===== src/rtl/ipv_group_reducer.sv =====
// ipv_group_reducer: reduces K-beat groups of CH indicator bits to per-channel
// ones-counts, delivered through a fixed LAT-stage delay line.
// Ports:
//   clk, rst_n          clock, async active-low reset
//   in_valid, ipv_in    beat strobe and per-channel indicator bits
//   flush               close the current group early
//   vov                 per-channel counts, channel c at [c*CW +: CW]
//   out_valid           one-cycle pulse per emitted group
//   out_partial         emitted group had fewer than K beats
//   maj                 per-channel count >= THR, gated by out_valid
module ipv_group_reducer #(
   parameter int CH  = 4,
   parameter int K   = 4,
   parameter int LAT = 4,
   parameter int THR = 3
) (
   input  logic                      clk,
   input  logic                      rst_n,
   input  logic                      in_valid,
   input  logic [CH-1:0]             ipv_in,
   input  logic                      flush,
   output logic [CH*$clog2(K+1)-1:0] vov,
   output logic                      out_valid,
   output logic                      out_partial,
   output logic [CH-1:0]             maj
);
   localparam int CW = $clog2(K + 1);
   localparam int BW = (K > 1) ? $clog2(K) : 1;
   localparam int VW = CH * CW;

   if (CH < 1 || CH > 16) begin : g_bad_ch
      $error("ipv_group_reducer: CH must be 1..16");
   end
   if (K < 1 || K > 255) begin : g_bad_k
      $error("ipv_group_reducer: K must be 1..255");
   end
   if (LAT < 1 || LAT > 16) begin : g_bad_lat
      $error("ipv_group_reducer: LAT must be 1..16");
   end
   if (THR < 0 || THR > K) begin : g_bad_thr
      $error("ipv_group_reducer: THR must be 0..K");
   end

   logic [BW-1:0] cnt;
   logic [VW-1:0] acc;
   logic [VW-1:0] sum;
   logic [CH-1:0] maj_d;
   logic          full;
   logic          emit;

   logic          st_v   [LAT];
   logic          st_p   [LAT];
   logic [VW-1:0] st_cnt [LAT];
   logic [CH-1:0] st_maj [LAT];

   // The incoming beat is folded in before the emit decision so the
   // closing beat of a group lands in the emitted counts.
   always_comb begin
      sum   = '0;
      maj_d = '0;
      for (int c = 0; c < CH; c++) begin
         sum[c*CW +: CW] = acc[c*CW +: CW]
                         + CW'(in_valid & ipv_in[c]);
         maj_d[c] = (sum[c*CW +: CW] >= CW'(THR));
      end
   end

   assign full = in_valid && (cnt == BW'(K - 1));
   assign emit = full || (flush && ((cnt != '0) || in_valid));

   always_ff @(posedge clk or negedge rst_n) begin
      if (!rst_n) begin
         cnt <= '0;
         acc <= '0;
      end else if (emit) begin
         cnt <= '0;
         acc <= '0;
      end else if (in_valid) begin
         cnt <= cnt + BW'(1);
         acc <= sum;
      end
   end

   // Non-emitting cycles load zeros, so the output bus is clean
   // whenever out_valid is low.
   always_ff @(posedge clk or negedge rst_n) begin
      if (!rst_n) begin
         for (int i = 0; i < LAT; i++) begin
            st_v[i]   <= 1'b0;
            st_p[i]   <= 1'b0;
            st_cnt[i] <= '0;
            st_maj[i] <= '0;
         end
      end else begin
         st_v[0]   <= emit;
         st_p[0]   <= emit & ~full;
         st_cnt[0] <= emit ? sum : '0;
         st_maj[0] <= emit ? maj_d : '0;
         for (int i = 1; i < LAT; i++) begin
            st_v[i]   <= st_v[i-1];
            st_p[i]   <= st_p[i-1];
            st_cnt[i] <= st_cnt[i-1];
            st_maj[i] <= st_maj[i-1];
         end
      end
   end

   assign out_valid   = st_v[LAT-1];
   assign out_partial = st_p[LAT-1];
   assign vov         = st_cnt[LAT-1];
   assign maj         = st_maj[LAT-1];

endmodule

===== config.mk =====
export PLATFORM = sky130hd
export DESIGN_NAME = ipv_group_reducer
export DESIGN_NICKNAME = d
export VERILOG_FILES = /design/src/rtl/ipv_group_reducer.sv
export SDC_FILE = /design/constraint.sdc
export NUM_CORES = 1
export LEC_CHECK = 0
export CAP_MARGIN = 20
export CORE_MARGIN = 2
export CORE_UTILIZATION = 50
export DETAILED_ROUTE_END_ITERATION = 8
export DONT_BUFFER_PORTS = 1
export GPL_ROUTABILITY_DRIVEN = 0
export PLACE_DENSITY = 0.61
export SLEW_MARGIN = 40
export SYNTH_ARGS = -nofsm -noshare
export SYNTH_HDL_FRONTEND = slang
export SYNTH_SLANG_ARGS = --single-unit

===== constraint.sdc =====
create_clock -name clk -period 2.2 [get_ports clk]
set_input_delay 0.55 -clock clk [delete_from_list [all_inputs] [get_ports clk]]
set_output_delay 0.55 -clock clk [all_outputs]
set_load 0.02 [all_outputs]

Word level (Yosys, flattened, before mapping)
Cells that the tools add are included.
- add/subtract/negate cells: 5
- multiply operators: 0
- div/mod/pow operators: 0
- order comparisons: 4
- eq/ne operators: 1
- shifts and indexed selects: 0
- muxes and demuxes: 6
- bitwise logic cells: 6
- reductions and logical operators: 6
- operators by type and width (operator ; number):
    12-bit 2-to-1 mux ; 3
    3-bit by 1-bit adder with 3-bit output ; 4
    3-bit by 2-bit greater-or-equal comparator with 1-bit output (second input constant) ; 4
    1-bit bitwise AND ; 5
    2-bit 2-to-1 mux ; 2
    4-bit 2-to-1 mux ; 1
    2-bit nonzero test ; 2
    2-bit by 1-bit adder with 2-bit output (second input constant) ; 1
    2-bit == test (second input constant) ; 1
    1-bit logical AND ; 2
    1-bit logical OR ; 2
    1-bit NOT ; 1
- register bits: 86
- bits in latches: 0
- RAM bits: 0
- ROM bits: 0
- input bits: 8
- output and inout port bits: 18
- word-level logic and storage cells: 46
- memories: 0

Logic depth before layout (Yosys ltp)
- word-level depth: 5
- gate-level depth with buffers: 7
- gate-level depth less buffers: 5

Least setup slack after synthesis
Ideal clock, no wire load.
- path type: input-to-reg
- start: in in_valid
- end: reg acc[11]
- library setup time: 94 ps
- arrival time: 1747 ps
- data required time: 2106 ps
- path slack: 359 ps
- cell stages on the path: 7
- path buffers: 2
- path through: buf_4 buf_4 and2_1 ha_1 ha_1 a21bo_2 a211oi_1
- word-level cells in the longest chain between the ends: 4
- elaborated cells between the ends (all ways): 9
- those cells by class: add/sub (1); mux (2); bitwise (1); reduce/logical (5)
- ends and longest elaborated chain (element ; RTL line ; RTL):
    start: declaration ; 19 ; input logic in_valid,
    1-bit bitwise AND or 1-bit logical OR (tied branches) ; 63, 69 ;
    3-bit by 1-bit adder with 3-bit output or 1-bit logical AND (tied branches) ; 63, 69 ;
    12-bit 2-to-1 mux or 1-bit logical OR (tied branches) ; 78, 69 ;
    12-bit 2-to-1 mux or 2-bit nonzero test (tied branches) ; - ;
    end signal: assignment ; 80 ; acc <= sum;
    end: declaration ; 45 ; logic [VW-1:0] acc;
Parallel ways exist; a longest one is shown, timed or not. The select of a mux whose other input is x is not followed.
A chain may end at the register's enable or synchronous reset.

Worst setup path in the final report
- start: reg cnt[0]
- end: reg acc[11]
- word-level cells in the longest chain between the ends: 5
- elaborated cells between the ends (all ways): 8
- those cells by class: eq/ne (1); mux (1); reduce/logical (6)
- ends and longest elaborated chain (element ; RTL line ; RTL):
    start: declaration ; 44 ; logic [BW-1:0] cnt;
    start signal: assignment ; 79 ; cnt <= cnt + BW'(1);
    2-bit nonzero test ; 69 ; assign emit = full || (flush && ((cnt != '0) || in_valid));
    1-bit logical OR ; 69 ;
    1-bit logical AND ; 69 ;
    1-bit logical OR (*) ; 69 ;
    12-bit 2-to-1 mux or 2-bit nonzero test (tied branches) ; - ;
Mark *: on every way between the ends. The rest lies on a longest branch, timed or not.

==> metrics.md <==
| Metric | Value |
|---|---|
| Run status | finished with violations |
| Violations in the final reports | negative hold slack |
| Maximum number of pins on one net before global-route repair | 87 |
| Die outline width | 81.92 um |
| # rows | 28 |
| CP bufs+invs | 1 |
| Critical path capture point type | flip-flop |
| Number of buffers added on ports | 0 |
| GRT Util Overall | 12.88% |
| Worst endpoint data arrival time | about 1.8 ns |
| Final Hold Violating Endpoints | between 80 and 90 |
| Crit start category | flip-flop |
| Clock tree from TritonCTS | yes |
| Net count after synthesis | between 200 and 250 |
| Setup slack, reg-to-reg | 0.57 ns |
| Met2 WL | ~1.7 mm |
| Longest individual stage delay on the worst path | approximately 0.68 ns |
| R2R Path End | acc[11] |
| Worst-case hold slack | -0.1060 ns |
| Maximum buffer depth of the clock tree | 2 |
| Global route overflow | 0 |
| Depth of the worst register-to-register path | 4 |
| Clock Sinks | between 80 and 90 |
| Number of enable flip-flop cells after synthesis | 0 |
| Number of fill cells in the layout | 475 |
| Post-Place Setup Slack | between 0.5 and 0.6 ns |
| CTS resizes | 0 |
| Die Area | 0.006710 mm2 |
| Syn Area/Cell | 16.15 um2 |
| First-pass GRT wire length | 6.203 mm |
| Max-Cap Viols | 0 |
| Commonest cells after routing, fill and taps aside | dfrtp_1 (86), mux2i_1 (10), nor3_2 (10), ha_1 (10), clkbuf_8 (9) |
| Number of H-tree branching levels | 3 |
| Setup TNS Final | 0 ns |
| Avg WL per Cell | 13.78 um |
| Sequential-to-total area share from yosys stat | 70.90% |
| Cell Count, Final, Fillers Out | 256 |
| Final core utilization | ~54% |
| CP required | between 2 and 2.5 ns |
| Number of antenna diodes | 0 |
| Crit path cell chain | inv_1 > ha_1 > and2b_1 > a211oi_1 |
| Antenna violations before repair | 0 |
| Via count of the first global-routing pass | roughly 1300 |
| Die Ht | 81.92 um |
| Minimum period implied by the final worst setup slack | between 1.5 and 2 ns |
| Layout Cell Area excl Fill | roughly 0.0032 mm2 |
| Setup WS post-layout | 0.5705 ns |
| Post-detailed-placement half-perimeter wirelength | around 2.2 mm |
| Layout Area Growth over Synthesis | 4.411% |
| Nets | 194 |
| Worst setup path start | cnt[0] |
| Clock root buffer master | clkbuf_8 |
| Critical Path Stages | 4 |
| Achievable Freq | between 0.6 and 0.7 GHz |
| Uppermost metal layer occupied by signal nets | met4 |
| Number of clock buffers inserted by TritonCTS | 9 |
| DRC Markers | 0 |
| Largest voltage drop on the vdd net | around 0.63 mV |
| Slew at the pin closest to its max-slew limit | ~0.77 ns |
| Final Setup Violations | 0 |
| Worst setup path end | acc[11] |
| Met1 layer wirelength in the final routing | roughly 1.6 mm |
| Drt first pass iters | 4 |
| Instance area at placement | between 0.002 and 0.003 mm2 |
| Ratio of cells with drive above 1 in the final layout | slightly below 20% |
| Commonest non-fill, non-tap cell in the layout | dfrtp_1 |
| Total power of the final layout | 3.392 mW |
| Mapped Area | ~0.0030 mm2 |
| Fin crit share | about three quarters |
| Number of unique standard cell types used by synthesis | 24 |
| Total length of routed wires | roughly 3.5 mm |
| Post-route ant nets | 0 |
| Starting DRT DRC Count | 41 |
| Startpoint of the worst register-to-register path | cnt[0] |
| Routed via count divided by cell count | ~5 |
| Number of buffers added for setup after CTS | 0 |
| Dominant delay contributor by cell family on the critical path | simple AND/OR/NAND/NOR gates |
| Synthesis warning total | 0 |
| Slowest CP cell | and2b_1 |
| Synth Instances | ~190 |
| Fraction of registers with async set or reset after synthesis | 100.0% |
| HP Class | in2async |
| Critical path start-end classification | reg2reg |
| Total number of vias | 1260 |
| Floorplan core area | 0.005886 mm2 |
| Largest fanout on the critical path | 14 |
| Met3 routed wirelength | roughly 200 um |
| Initial core utilization | 51.57% |
| Leakage power | between 1.5 and 2 nW |
| Setup repair after global routing missed its margin | false |
| Count of placed standard cells including taps | between 200 and 250 |
| Count of pins on the block boundary | 26 |
| Slew Viols, Final | 0 |
| Later-pin clock latency in the skew report | between 0.3 and 0.4 ns |
| Flip-flop and latch count after synthesis | 86 |
| Max-Slew Margin vs Limit | 48.50% |
| Max Clock Skew | between 0.004 and 0.005 ns |
| Primary FF master, synth | dfrtp_1 |
| Power density of the placed cells | about 1100 mW/mm2 |
| Clock transition at the registers of the reported paths | 0.08 ns |
-- registers in the layout, indices dropped and copies added (netlist names) --
name and cells:
acc 12, cnt 2, maj 4, out_partial 1, out_valid 1, st_cnt 36, st_maj 12, st_p 3
st_v 3, vov 12
-- cells by family after synthesis --
family | count (synthesis) | synth area share (%)
flip-flops | 86 | 70.90
adder cells (fa/ha/maj) | 10 | 4.122
buffers and inverters | 25 | 6.224
AO/OA/AOI/OAI | 26 | 7.626
multiplexers | 10 | 3.298
XOR/XNOR | 5 | 1.443
AND/OR/NAND/NOR | 26 | 6.390
-- power breakdown --
part           internal, mW  switching, mW
Clock                 0.649          0.531
Sequential             1.77          0.116
Combinational         0.125          0.202
Total                  2.54          0.850
-- Yosys cell counts (4+ instances only) --
library cell | count | share of area, %
dfrtp_1 | 86 | 71
buf_4 | 19 | 4.7
ha_1 | 10 | 4.1
mux2i_1 | 10 | 3.3
nor3_2 | 10 | 3.3
a21boi_0 | 7 | 1.7
and2_1 | 5 | 1.0
nand2_1 | 5 | 0.62
xnor2_1 | 5 | 1.4
a21oi_1 | 4 | 0.66
a22oi_2 | 4 | 1.6
nand3b_1 | 4 | 0.99
-- routing by layer --
| metal | vias to the layer above | track usage [%] |
|---|---|---|
| li1 | 588 | - |
| met1 | 633 | 15.79 |
| met2 | 29 | 19.19 |
| met3 | 10 | 5.275 |
| met4 | 0 | 7.500 |
| met5 | - | 0 |
-- cell type report --
cell class / instances / area (um2) / area share (%)
Clock buffer: 10 / 127.6 / 4.027
Inverter: 2 / 7.507 / 0.2369
Tap cell: 75 / 93.84 / 2.961
Multi-Input combinational cell: 77 / 694.4 / 21.91
Clock inverter: 6 / 93.84 / 2.961
Sequential cell: 86 / 2152 / 67.90
-- worst min-delay path by stage --
stage / start / to / slack, ns / cells after the start
2_1_floorplan: rst_n / acc[0] / 0.25 / 0
5_1_grt: rst_n / out_partial / -0.14 / 0
4_1_cts: rst_n / cnt[0] / -0.13 / 0
3_5_place_dp: rst_n / acc[3] / 0.26 / 0
3_3_place_gp: rst_n / acc[3] / 0.26 / 0
6_report: rst_n / acc[3] / -0.11 / 0
-- worst reg2reg max path, stage by stage (launching register included) --
cell and delay [ns]:
dfrtp_1 0.39, inv_1 0.06, ha_1 0.21, and2b_1 0.68, a211oi_1 0.14
(Power assumes the default switching activity.)
